==> src/rtl/an_encoder_seq.sv <==
// an_encoder_seq: sequential AN-code encoder with optional error injection.
//
// Computes code_out = A*N with a shift-and-add multiplier. Each cycle in MUL
// handles one bit of the constant A, so a word takes A_W iterations. When the
// product is finished, an arithmetic error of +/-2^k can be folded in, which
// lets a downstream AN decoder be exercised with known faults.
//
// Ports
//   clk        clock, rising edge
//   rst        asynchronous reset, active high
//   in_valid   n_in and injection controls are valid
//   in_ready   encoder is idle and can accept a word
//   n_in       data word N
//   inj_en     apply an arithmetic error to this word
//   inj_sign   0: add 2^k, 1: subtract 2^k
//   inj_bit    error position k (ignored when k >= C_W)
//   out_valid  code_out holds a finished codeword
//   out_ready  downstream accepts code_out
//   code_out   (A*N +/- error) mod 2^C_W, held after handshake
//   busy       encoder is not idle
module an_encoder_seq #(
    parameter int A   = 47,
    parameter int A_W = 6,
    parameter int N_W = 17,
    parameter int C_W = 23
) (
    input  logic           clk,
    input  logic           rst,
    input  logic           in_valid,
    output logic           in_ready,
    input  logic [N_W-1:0] n_in,
    input  logic           inj_en,
    input  logic           inj_sign,
    input  logic [4:0]     inj_bit,
    output logic           out_valid,
    input  logic           out_ready,
    output logic [C_W-1:0] code_out,
    output logic           busy
);

    localparam int             I_W    = (A_W > 1) ? $clog2(A_W) : 1;
    localparam logic [A_W-1:0] A_BITS = A_W'(A);
    localparam logic [I_W-1:0] I_LAST = I_W'(A_W - 1);

    typedef enum logic [1:0] {IDLE, MUL, DONE} state_t;

    state_t         state;
    logic [N_W-1:0] n_q;
    logic           inj_en_q;
    logic           inj_sign_q;
    logic [4:0]     inj_bit_q;
    logic [C_W-1:0] acc;
    logic [I_W-1:0] i;

    logic [C_W-1:0] partial;
    logic [C_W-1:0] acc_nxt;
    logic [C_W-1:0] err;
    logic [C_W-1:0] code_nxt;

    // One multiplier step, plus the injected error applied to the value the
    // final step produces. Subtraction wraps modulo 2^C_W.
    always_comb begin
        partial  = A_BITS[i] ? (C_W'(n_q) << i) : '0;
        acc_nxt  = acc + partial;
        err      = '0;
        if (inj_en_q && (int'(inj_bit_q) < C_W))
            err = C_W'(1) << inj_bit_q;
        code_nxt = inj_sign_q ? (acc_nxt - err) : (acc_nxt + err);
    end

    assign busy = ~in_ready;

    always_ff @(posedge clk or posedge rst) begin
        if (rst) begin
            state      <= IDLE;
            in_ready   <= 1'b1;
            out_valid  <= 1'b0;
            code_out   <= '0;
            acc        <= '0;
            i          <= '0;
            n_q        <= '0;
            inj_en_q   <= 1'b0;
            inj_sign_q <= 1'b0;
            inj_bit_q  <= '0;
        end else begin
            unique case (state)
                IDLE: begin
                    if (in_valid) begin
                        n_q        <= n_in;
                        inj_en_q   <= inj_en;
                        inj_sign_q <= inj_sign;
                        inj_bit_q  <= inj_bit;
                        acc        <= '0;
                        i          <= '0;
                        in_ready   <= 1'b0;
                        state      <= MUL;
                    end
                end
                MUL: begin
                    acc <= acc_nxt;
                    i   <= i + 1'b1;
                    if (i == I_LAST) begin
                        code_out  <= code_nxt;
                        out_valid <= 1'b1;
                        state     <= DONE;
                    end
                end
                DONE: begin
                    // Returning to IDLE here means the earliest next accept
                    // is one edge later, so no accept overlaps this handshake.
                    if (out_ready) begin
                        out_valid <= 1'b0;
                        in_ready  <= 1'b1;
                        state     <= IDLE;
                    end
                end
                default: begin
                    state    <= IDLE;
                    in_ready <= 1'b1;
                end
            endcase
        end
    end

endmodule

==> config.mk <==
export PLATFORM = sky130hd
export DESIGN_NAME = an_encoder_seq
export DESIGN_NICKNAME = d
export VERILOG_FILES = /design/src/rtl/an_encoder_seq.sv
export SDC_FILE = /design/constraint.sdc
export NUM_CORES = 1
export LEC_CHECK = 0
export CAP_MARGIN = 40
export CORE_MARGIN = 2
export CORE_UTILIZATION = 30
export CTS_CLUSTER_SIZE = 30
export DETAILED_ROUTE_END_ITERATION = 6
export PLACE_DENSITY_LB_ADDON = 0.1
export SYNTH_ARGS = -nofsm -noshare
export SYNTH_HDL_FRONTEND = slang
export SYNTH_SLANG_ARGS = --single-unit
==> constraint.sdc <==
create_clock -name clk -period 5.14 [get_ports clk]
set_input_delay 1.028 -clock clk [delete_from_list [all_inputs] [get_ports clk]]
set_output_delay 1.028 -clock clk [all_outputs]
set_load 0.05 [all_outputs]
## Word-level counts from Yosys, hierarchy flattened

Memories as Yosys holds them, arrays and structs flattened.
Cells that the tools add are included.

- Bits in registers: 77
- Memory bits (read-only): 8
- Bits of input ports: 28
- Output and inout port bits: 26
- Memories kept: 1

- Add/sub/neg operators: 4
- $lt $le $gt $ge: 2
- Equality and inequality tests: 6
- Shift-type cells: 2
- Mux-type cells: 18
- Bitwise operators: 2
- Reductions and logical operators: 10

Memory list:

| name | depth | width | read ports | clocked after memory_dff | wr ports | RTL line | source |
|---|---|---|---|---|---|---|---|
| (no name shown) | 8 | 1 | 1 | 0 | 0 | 63 | `partial = A_BITS[i] ? (C_W'(n_q) << i) : '0;` |

Operators by type and width:

| kind | number |
|---|---|
| 23-bit two-way mux | 4 |
| 23-bit adder | 2 |
| 23-bit one-hot mux with 2 select lines | 1 |
| 1-bit by 5-bit << shifter with 23-bit output (first input constant) | 1 |
| 17-bit by 3-bit << shifter with 23-bit output | 1 |
| 23-bit subtractor | 1 |
| 3-bit AND reduction | 3 |
| 2-bit two-way mux | 3 |
| 2-bit inequality test (second input constant) | 3 |
| 2-bit one-hot mux with 3 select lines | 1 |
| 3-bit one-hot mux with 2 select lines | 1 |
| 2-bit AND reduction | 3 |
| 5-bit < comparator (second input constant) | 1 |
| 1-bit two-way mux | 5 |
| 3-bit by 4-bit < comparator with 1-bit output (second input constant) | 1 |
| 2-bit nonzero test | 2 |
| 3-bit by 1-bit adder with 3-bit output (second input constant) | 1 |
| 3-bit equality test (second input constant) | 1 |
| 3-bit two-way mux | 1 |
| 1-bit one-hot mux with 3 select lines | 1 |
| 2-bit by 1-bit equality test with 1-bit output (second input constant) | 1 |
| 2-bit equality test (second input constant) | 1 |
| 2-bit logical NOT | 1 |
| 1-bit inverter | 2 |
| other kinds (2) | 2 |

## Depth between registers and ports, before layout

Gate-level depths: netlist of run 1.

- Word-level depth: 6
- Gate-level depth with buffers: 25

## Least setup slack after synthesis of run 1

OpenSTA, ideal clock, no wires.

- Path type: register to register
- From: register i[1]
- To: register code_out[22]
- Arrival: 4.722 ns
- Required time: 4.999 ns
- Path slack: 0.277 ns
- Cell stages (with the launch flop): 22
- Path buffers: 1
- Clock period less this slack: 4.863 ns
- Cells stage by stage: dfrtp_1 -> buf_1 -> mux2_2 -> mux2i_1 -> o22ai_1 -> ha_1 -> and2_1 -> a32o_1 -> a21oi_1 -> nand2b_1 -> a21oi_1 -> o21ai_0 -> a21oi_1 -> xnor2_1 -> ha_1 -> and4_1 -> a221oi_1 -> o21ai_0 -> a31oi_1 -> a211oi_2 -> mux2i_1 -> o311ai_1

- Word-level cells in the longest chain between the ends: 6
- Elaborated cells between the ends (all ways): 10
- Classes of those cells: add/sub (3); eq/ne (1); shift (1); mux (3); reduce/logical (1); memory (1)

Ends and longest elaborated chain:

| element | RTL line | source |
|---|---|---|
| from (decl) | 53 | `logic [I_W-1:0] i;` |
| from (signal assigned) | 101 | `i <= i + 1'b1;` |
| memory read 8 x 1 bit | n/a |  |
| 1-bit two-way mux (implied by the code) | 63 |  |
| 23-bit two-way mux | 63 |  |
| 23-bit adder | 64 | `acc_nxt = acc + partial;` |
| 23-bit adder / 23-bit subtractor (equally long branches) | 68 | `code_nxt = inj_sign_q ? (acc_nxt - err) : (acc_nxt + err);` |
| 23-bit two-way mux | 68 |  |
| to (signal assigned) | 103 | `code_out <= code_nxt;` |
| to (decl) | 37 | `output logic [C_W-1:0] code_out,` |

Parallel ways exist; a longest one is shown, timed or not. The select of a mux whose other input is x is not followed.
A chain may end at the register's enable or synchronous reset.

## Final worst setup path of run 1

- From: register i[1]
- To: register code_out[21]

Same word-level chain as after synthesis.

==> flow_summary.toml, run 1 <==
[status]
status = "finished clean"

[place]
pre_cts_ws_ps = 165
dp_hpwl_um = 13800
post_dp_cell_area_um2 = 7370
dpl.cell_count = 1072
portBuffers = 53
finalWeightedCongestion = 0.851

[floorplan]
start_util_pct = 30.7
die_h_um = 151
ios = 54
core_um2 = 21100
die_x_um = 151
die_area_um2 = 22700
rows = 53

[grt]
grt_antenna_before_repair = 0
grt_pass1_vias = 5546
grt_start_max_net_pins = 52
grt.total_usage_pct = 16.5
grt-ovfl-total = 0
grt_pass1_wl_um = 29200

[synth]
synthArstFlopShare_pct = 100
synth_cells = 760
seq_area_frac_synth_pct = 29.8
avgSynthCellArea_um2 = 8.50
syn_area_um2 = 6460
synth-main-ff-cell = "dfrtp_1"
ys_ff_latch = 77
synthesis.nets = 837
yosys_warnings = 0
yosysUniqueCellTypes = 85
synth-edff-count = 0

[finish]
regArea_um2 = 1930
num_antenna_cells = 0
final_common_cell = "nand2_1"
syn2layout_area_growth_pct = 19.9
final_nets = 888
mostFrequentLayoutCells = "112 x nand2_1, 74 x dfrtp_1, 56 x o21ai_0, 53 x clkdlybuf4s50_1, 52 x nor2_1"
multiInputGateArea_um2 = 4310
final_cells = 1091
design_area_um2 = 7750
drive_gt1_share_pct = 13.5
fillers = 2173

[sta]
setup_viol = 0
grt_setup_unrepaired = "true"
relSlewSlack_pct = 50.6
fin_tns_setup_ps = 0
fin_ws_ps = 281
hold_viol = 0
max_freq_mhz = 206
worst_slew_pin_slew_ps = 742
maxSlewViolCount = 0
fin_crit_ps = 4860
fin_skew_ps = 10.9
timing.final.crit_share_pct = 94.5

[clocking]
clock_path_buffers = 2
root_buffer = "clkbuf_16"
cts_tree = "built"
clk_latency_ps = 350
cts_inserted_buffers = 9
clock_sinks = 77
clkTransAtPathRegs_ps = 60
htree_num_levels = 3

[worst_setup_path]
crit_arrival_ps = 5090
crit_type = "register to register"
r2r_setup_slack_ps = 280
required_ps = 5370
crit_path_end_kind = "register"
crit_end = "code_out[21]"
timing.rr.end = "code_out[21]"
r2r_start = "i[1]"
r2r_cells = 21
crit_fanout = 6
cp-start-kind = "register"
crit_start = "i[1]"

[min_path]
hp-class = "register to register"

[routing]
first_iter_violations = 368
wl_um = 18000
drt_pass1_iterations = 5
via_count = 5656
postRouteAntennaNets = 0
vias_per_cell = 5.18
routedWlPerCell_um = 16.5
drcViolationCount = 0

[flow_run]
maxCapViolCount = 0
==> worst max-delay path: stages (launching register included) <==
cell and delay [ps]:
dfrtp_2 420, clkbuf_2 200, mux2_2 390, nor2_1 130, a211oi_2 60, ha_1 340, and4_1 240, a32o_1 200
a21oi_1 200, nand2b_1 110, a21oi_2 210, o21ai_1 140, a2111oi_1 430, nor3_1 120, xor2_1 180, ha_1 430
nand2_1 100, o21ai_2 230, a31oi_4 120, o31ai_2 260, xnor2_1 150, o21ai_1 70
==> registers in the layout, indices dropped and copies added (netlist names) <==
| name | flops |
|---|---|
| acc | 23 |
| code_out | 23 |
| i | 3 |
| in_ready | 1 |
| inj_bit_q | 5 |
| inj_en_q | 1 |
| inj_sign_q | 1 |
| n_q | 17 |
| out_valid | 1 |
| state | 2 |
==> cells in the mapped netlist, types with 3 or more instances <==
library cell | count | area (um^2)
xnor2_1 | 33 | 289
and2_1 | 3 | 18.8
o21ai_1 | 12 | 60.1
nor3_1 | 14 | 70.1
and4_1 | 3 | 26.3
buf_1 | 4 | 15.0
o21ai_0 | 57 | 285
o21bai_1 | 5 | 37.5
inv_1 | 23 | 86.3
a21oi_1 | 49 | 245
o31ai_1 | 3 | 22.5
clkbuf_1 | 30 | 113
o2bb2ai_1 | 6 | 52.6
nor2b_1 | 9 | 56.3
mux2_2 | 35 | 394
a211oi_1 | 9 | 67.6
buf_2 | 3 | 15.0
a21o_1 | 14 | 105
nand3_1 | 21 | 105
dfrtp_1 | 76 | 1900
o21a_1 | 7 | 52.6
a31oi_1 | 8 | 50.1
xor2_1 | 12 | 105
nand2_1 | 112 | 420
o22ai_1 | 8 | 50.1
o21ai_2 | 3 | 26.3
nor2_1 | 52 | 195
nand2b_1 | 10 | 62.6
mux2i_1 | 19 | 190
o211ai_1 | 4 | 30.0
ha_1 | 47 | 588
==> cells by family (layout without fill, tap and decap cells) <==
group           Yosys count  count (layout)  synth area share [%]
flops                    77              77                  29.8
xor+xnor                 48              48                  7.14
mux                      54              54                  9.04
compound gates          221             221                  22.6
fa+ha+maj                49              49                  9.72
simple gates            247             247                  17.7
buf+inv                  64             120                  4.01
==> worst min-delay path by stage <==
stage	to	slack [ps]	cells past startpoint	startpoint
floorplan	state[0]	480	1	state[1]
global placement	code_out[4]	460	1	code_out[4]
detailed placement	code_out[16]	470	2	code_out[16]
CTS	code_out[16]	480	2	code_out[16]
global route	in_ready	520	2	in_ready
finish	code_out[16]	470	2	code_out[16]
==> metrics by stage <==
step | hold WS (ps) | utilization [%]
after floorplan | 478 | -
after global placement | 462 | 34.9
after detailed placement | 469 | 35.0
after CTS | 483 | 36.5
after global routing | 515 | 36.7
final | 475 | 36.7
==> final cells by class <==
cell class                      instances  area share (%)
Sequential cell                        77            24.9
Multi-Input combinational cell        619            55.7
Tap cell                              275            4.44
Inverter                               24            1.18
Clock buffer                           11            3.13
Timing Repair Buffer                   80            9.59
Clock inverter                          5            1.07
==> per-layer routing <==
metal	track usage (%)	part of all wire, %	up-vias
met5	0	0	-
met2	27.4	48	93
li1	-	-	2842
met1	22.3	47	2705
met3	2.53	3.6	16
met4	4.44	1.3	0
==> what timing repair did <==
| item | 4_1_cts | 5_1_grt |
|---|---|---|
| setup endpoints to repair | 0 | 6 |
| gates resized for setup | 0 | 10 |
| buffers inserted | 0 | 3 |
| hold buffers | 0 | 0 |
Power of run 1 is left out: the tool's default activity adds up to more than one toggle a clock period on the data nets, which glitch-free logic cannot reach.
==> inputs of run 2 (changes only) <==
--- a/config.mk
+++ b/config.mk
@@ -5,12 +5,13 @@
 export SDC_FILE = /design/constraint.sdc
 export NUM_CORES = 1
 export LEC_CHECK = 0
-export CAP_MARGIN = 40
+export CAP_MARGIN = 20
 export CORE_MARGIN = 2
 export CORE_UTILIZATION = 30
 export CTS_CLUSTER_SIZE = 30
 export DETAILED_ROUTE_END_ITERATION = 6
 export PLACE_DENSITY_LB_ADDON = 0.1
+export SKIP_CTS_REPAIR_TIMING = 1
 export SYNTH_ARGS = -nofsm -noshare
 export SYNTH_HDL_FRONTEND = slang
 export SYNTH_SLANG_ARGS = --single-unit
==> flow_summary.toml, run 2 (same netlist as run 1, synthesis figures left out) <==
[grt]
grt_pass1_vias = 5514
grt_antenna_before_repair = 0
grt_pass1_wl_um = 29600
grt_start_max_net_pins = 52
grt.total_usage_pct = 16.7
grt-ovfl-total = 0

[floorplan]
die_area_um2 = 22700
start_util_pct = 30.7
core_um2 = 21100
rows = 53
ios = 54
die_h_um = 151
die_x_um = 151

[finish]
final_cells = 1089
num_antenna_cells = 0
largest_registers = "acc x23, code_out x23, n_q x17"
final_common_cell = "nand2_1"
mostFrequentLayoutCells = "112 x nand2_1, 74 x dfrtp_1, 56 x o21ai_0, 53 x clkdlybuf4s50_1, 52 x nor2_1"
final_nets = 886
syn2layout_area_growth_pct = 19.2
drive_gt1_share_pct = 12.9

[routing]
wl_um = 18200
via_count = 5690
first_iter_violations = 364
postRouteAntennaNets = 0
drt_pass1_iterations = 5
routedWlPerCell_um = 16.7
drcViolationCount = 0
vias_per_cell = 5.22

[place]
dp_hpwl_um = 13700
portBuffers = 53
finalWeightedCongestion = 0.851
dpl.cell_count = 1071

[clocking]
clock_path_buffers = 2
clk_latency_ps = 350
clock_sinks = 77
cts_inserted_buffers = 9
clkTransAtPathRegs_ps = 60
root_buffer = "clkbuf_16"
htree_num_levels = 3
cts_tree = "built"

[sta]
hold_ws_ps = 478
fin_crit_ps = 4830
setup_viol = 0
relSlewSlack_pct = 42.2
max_freq_mhz = 207
worst_slew_pin_slew_ps = 867
hold_viol = 0
fin_skew_ps = 10.2
grt_setup_unrepaired = "true"
maxSlewViolCount = 0
timing.final.crit_share_pct = 94.0

[worst_setup_path]
cp_num_buf_inv = 1
critPathSlowestCell = "dfrtp_2"
crit_chain = "buf_6 -> mux2_2 -> mux2i_1 -> o21ai_0 -> ha_1 -> and2_1 -> a221o_1 -> a21oi_4 -> nor2b_1 -> o21a_1 -> o21a_1 -> nor2_1 -> xnor2_1 -> ha_1 -> and4_1 -> a31oi_1 -> o21ai_2 -> a31oi_4 -> o31ai_2 -> xnor2_1 -> o21ai_1"
crit_family = "compound AO/OA/AOI/OAI gates"
crit_fanout = 13
crit_arrival_ps = 5030
required_ps = 5340
crit_type = "register to register"
crit_path_end_kind = "register"
r2r_setup_slack_ps = 310
max_stage_delay_ps = 480
cp-start-kind = "register"

[flow_run]
maxCapViolCount = 0

[min_path]
hp-class = "register to register"

[status]
status = "finished clean"
[run 2: cell type report]
class	count	area, um^2
clock buffer	11	233
multi-input combinational	619	4300
fill	2180	13400
timing repair buffer	78	722
tap	275	344
clock inverter	5	77.6
sequential	77	1930
inverter	24	91.3
[run 2: per-stage QoR]
| step | utilization [%] | setup TNS, ps | setup slack (ps) | instance area [um^2] |
|---|---|---|---|---|
| floorplan | - | 0 | 277 | 6460 |
| detailed placement | 34.9 | 0 | 122 | 7350 |
| finish | 36.5 | 0 | 309 | 7700 |
| CTS | 36.3 | 0 | 97.7 | 7660 |
| global placement | 34.9 | 0 | 208 | 7350 |
| global route | 36.5 | -13.6 | -8.28 | 7700 |
[run 2: metal layers]
layer / up-vias / global-route usage (%) / share of wire, %
met2: 131 / 27.0 / 47
met4: 0 / 5.56 / 1.9
met1: 2705 / 23.0 / 47
met5: - / 0 / 0
li1: 2833 / - / -
met3: 21 / 2.32 / 3.7
[run 2: worst paths after layout]
kind,startpoint,to,depth (start not counted)
min in group asynchronous,rst,state[1],2
max in group asynchronous,rst,code_out[6],3
setup reg to reg,i[1],code_out[21],21
setup / recovery,i[1],code_out[21],21
hold reg to reg,code_out[16],code_out[16],2
hold / removal,code_out[16],code_out[16],2
[run 2: tightest hold or removal path, delay by kind of cell, from the launching register on]
family | cells | cell delay [ps]
DFF | 1 | 340
AOI/OAI and AO/OA | 1 | 60
and+or+nand+nor | 1 | 50
Power of run 2 is left out for the same reason.
==> edit 1: new RTL, config.mk and constraints of run 2 <==
Change the parameter `C_W` from 23 to 25.
--- a/src/rtl/an_encoder_seq.sv
+++ b/src/rtl/an_encoder_seq.sv
@@ -22,7 +22,7 @@
     parameter int A   = 47,
     parameter int A_W = 6,
     parameter int N_W = 17,
-    parameter int C_W = 23
+    parameter int C_W = 25
 ) (
     input  logic           clk,
     input  logic           rst,
Interface: changed (resized code_out); port bits go from 54 to 56. No check against the original RTL was run, so the function may have changed too.
==> edit 1 against run 2 <==
Die area is 3.3% higher; maximum frequency grew 1.1%; synthesized cell count increased by 7.5%; design area increased by 7.8%; non-clock buffer count grew 28; worst setup slack better by 0.054 ns; largest cell class unchanged; area after synthesis up 3.4%; sequential cell count grew 4; highest routed layer unchanged; routed wire length rose by 8.1%; final cell count grew 7.9%; sequential share of layout area fell by 0.63 points.
Power is left out: the tool's default activity adds up to more than one toggle a clock period on the data nets, which glitch-free logic cannot reach.
==> edit 1: results (changes against run 2) <==
[min_path]
hp-class = reg2reg

[routing]
top_layer = met4
wl_met1_mm = 9.75  ; +13%
routed_wirelength_mm = 19.6  ; +8.1%
wl_per_cell_um = 16.7  ; +0.20%
first_iter_violations = 335  ; -8.0%
dr.pass1.iters = 6  ; +1
dr_wl_met2_mm = 8.70  ; +1.9%
vias = 6158  ; +8.2%
wl_met3_um = 611  ; -8.4%

[yosys]
synth_seq_area_share = 0.304  ; +0.00526
synth_fp_nets = 898  ; +7.3%
synthTopCellsByCount = 127 x nand2_1, 80 x dfrtp_1, 73 x a21oi_1
synthAdderAreaFrac = 0.103  ; +0.00582
netlist_top_cells_area = dfrtp_1 30%, ha_1 9.6%, nand2_1 7.1%
avgSynthCellArea_um2 = 8.18  ; -3.8%
synthMuxAreaShare = 0.0704  ; -0.0200
yosysWarnings = 0  ; unchanged
ys_types = 64  ; -25%
synth-async-reset-ratio = 1.00  ; unchanged
synth_compound_area_frac = 0.228  ; +0.00182
synth_xor_area_frac = 0.0601  ; -0.0113

[cells_and_area]
drive_gt1_frac = 0.166  ; +0.0375
top_regs = acc: 25 flops, code_out: 25 flops, n_q: 17 flops
num-nets-final = 971  ; +9.6%
n_fill_cell = 2285  ; +4.8%

[worst_setup_path]
cp_slowest_cell = dfrtp_2
arrival_ns = 4.99  ; -0.04 ns
cp_max_fo = 16  ; +3
slowest_delay_ns = 0.46  ; -0.02 ns

[sta]
fin_skew_ns = 0.0105  ; +0.000340 ns
tightest_slew_ns = 0.545  ; -0.322 ns

[clock_network]
root_buffer = clkbuf_16
clockBufferDepth = 2  ; unchanged
cts.reportedPaths.clkPinSlew_ns = 0.07
htree_levels = 3  ; unchanged
clk_latency_ns = 0.35  ; about the same

[place]
dp.cells = 1150  ; +7.4%
gp_congestion = 0.880  ; +3.4%
hpwl_mm = 14.7  ; +7.4%
io_buffers = 55  ; +3.8%

[grt]
grt_pass1_vias = 6041  ; +9.6%
grt_util_met1 = 0.251  ; +0.0208
gr-usage-all-layers = 0.173  ; +0.00591
grtUsageMet3 = 0.0196  ; -0.00363
grt_use_met2 = 0.263  ; -0.00659
grt_pass1_wl_mm = 32.7  ; +11%
grt_max_degree = 49  ; -5.8%
antenna_found_initial = 0  ; unchanged

[run_status]
outcome = complete, no violations

## edit 1: stage by stage
stage	hold WS (ns)	TNS, ns	setup slack, ns	instance area, um2
global placement	0.464	0	0.143	7730
CTS	0.486	0	0.102	8070
floorplan	0.471	0	0.0330	6680
detailed placement	0.470	0	0.116	7730
finish	0.478	0	0.363	8310
global route	0.516	-0.0495	-0.0297	8310
## edit 1: final timing paths
check,start,endpoint,slack (ns),depth (start not counted)
setup / recovery,i[1],code_out[19],0.36,23
hold / removal,code_out[23],code_out[23],0.48,2
setup reg to reg,i[1],code_out[19],0.36,23
hold reg to reg,code_out[23],code_out[23],0.48,2
max in group asynchronous,rst,i[1],3.50,3
min in group asynchronous,rst,code_out[23],0.90,2
## edit 1: area by class of cell
type,instances,share of cell area
Timing Repair Buffer,106,0.115
Clock inverter,6,0.0110
Tap cell,280,0.0422
Clock buffer,10,0.0288
Multi-Input combinational cell,667,0.547
Inverter,25,0.0114
Sequential cell,81,0.244
==> edit 2: new RTL, settings of run 2 <==
Made on the original files. Re-encode `state_t` (3 states) as one-hot, 3 bits wide.
--- a/src/rtl/an_encoder_seq.sv
+++ b/src/rtl/an_encoder_seq.sv
@@ -42,7 +42,7 @@
     localparam logic [A_W-1:0] A_BITS = A_W'(A);
     localparam logic [I_W-1:0] I_LAST = I_W'(A_W - 1);
 
-    typedef enum logic [1:0] {IDLE, MUL, DONE} state_t;
+    typedef enum logic [2:0] {IDLE = 3'b001, MUL = 3'b010, DONE = 3'b100} state_t;
 
     state_t         state;
     logic [N_W-1:0] n_q;
Check against the original RTL: no difference found for any inputs over 4 cycles, from zero or initial values and one cycle with rst high; so few cycles prove little.
==> edit 2 against run 2 <==
Non-clock buffer count up 2; critical endpoint is now code_out[19]; sequential cell count up 1; area after synthesis down 0.46%; design area up 0.68%; hold slack worse by 0.00080 ns; maximum frequency up 3.2%; worst setup slack better by 0.15 ns; count of clock-buffer cells in the layout down 1; final cell count down 0.64%; global-route usage up 0.35 points; via count down 0.51%; routed wire length down 0.10%.
Power is not shown: default switching activity piles up to over one toggle a cycle in this logic, so the estimate is an artifact.
==> edit 2: results (changes against run 2) <==
[place]
pre_cts_ws_ns = 0.146  ; +0.0248 ns

[yosys]
synth_seq_area_share = 0.304  ; +0.00548
synth_xor_area_frac = 0.0681  ; -0.00336
synthAdderAreaFrac = 0.0976  ; +0.000454
synth_compound_area_frac = 0.236  ; +0.0100
synthMuxAreaShare = 0.0900  ; -0.000356
netlist_top_cells_area = dfrtp_1 30%, ha_1 9.1%, nand2_1 6.4%
synthTopCellsByCount = 109 x nand2_1, 76 x dfrtp_1, 68 x o21ai_0
synth_fp_nets = 825  ; -1.4%
ys_types = 74  ; -13%

[worst_setup_path]
cp_slowest_cell = nor4b_1
cp_max_fo = 10  ; -3
worstReg2RegEnd = code_out[19]
arrival_ns = 4.91  ; -0.12 ns

[routing]
wl_met3_um = 764  ; +15%
wl_per_cell_um = 16.8  ; +0.54%

[min_path]
min_from = code_out[7]

[grt]
grt_pass1_wl_mm = 30.0  ; +1.3%
grt_use_met2 = 0.275  ; +0.00568
grt_max_degree = 45  ; -13%
grt_pass1_vias = 5677  ; +3.0%

[sta]
hold_ws_ns = 0.477  ; -0.000797 ns
fin_crit_sh = 0.911  ; -0.0293
fin_skew_ns = 0.0100  ; -0.000189 ns

[cells_and_area]
drive_gt1_frac = 0.129  ; about the same
num-nets-final = 879  ; -0.79%
n_fill_cell = 2121  ; -2.7%

[run_status]
outcome = complete, no violations

-- edit 2: final cells by class --
cell class                      count  area [um2]  area share
Tap cell                          275         344      0.0444
Clock inverter                      6         110      0.0142
Multi-Input combinational cell    611        4280       0.552
Clock buffer                       10         229      0.0295
Timing Repair Buffer               80         749      0.0966
Inverter                           22        83.8      0.0108
Sequential cell                    78        1960       0.252
-- edit 2: worst max-delay path, delay by kind of cell (launching register included) --
| family | cells | cell delay, ns |
|---|---|---|
| AND/OR/NAND/NOR | 1 | 0.44 |
| XOR/XNOR | 1 | 0.30 |
| adder cells (fa/ha/maj) | 3 | 0.93 |
| buffers and inverters | 2 | 0.30 |
| AO/OA/AOI/OAI | 12 | 2.16 |
| flip-flops | 1 | 0.43 |
-- edit 2: through the flow --
| step | instances | instance area [um2] |
|---|---|---|
| floorplan | 748 | 6430 |
| global placement | 1063 | 7350 |
| detailed placement | 1063 | 7350 |
| CTS | 1079 | 7690 |
| global route | 1082 | 7750 |
| finish | 1082 | 7750 |
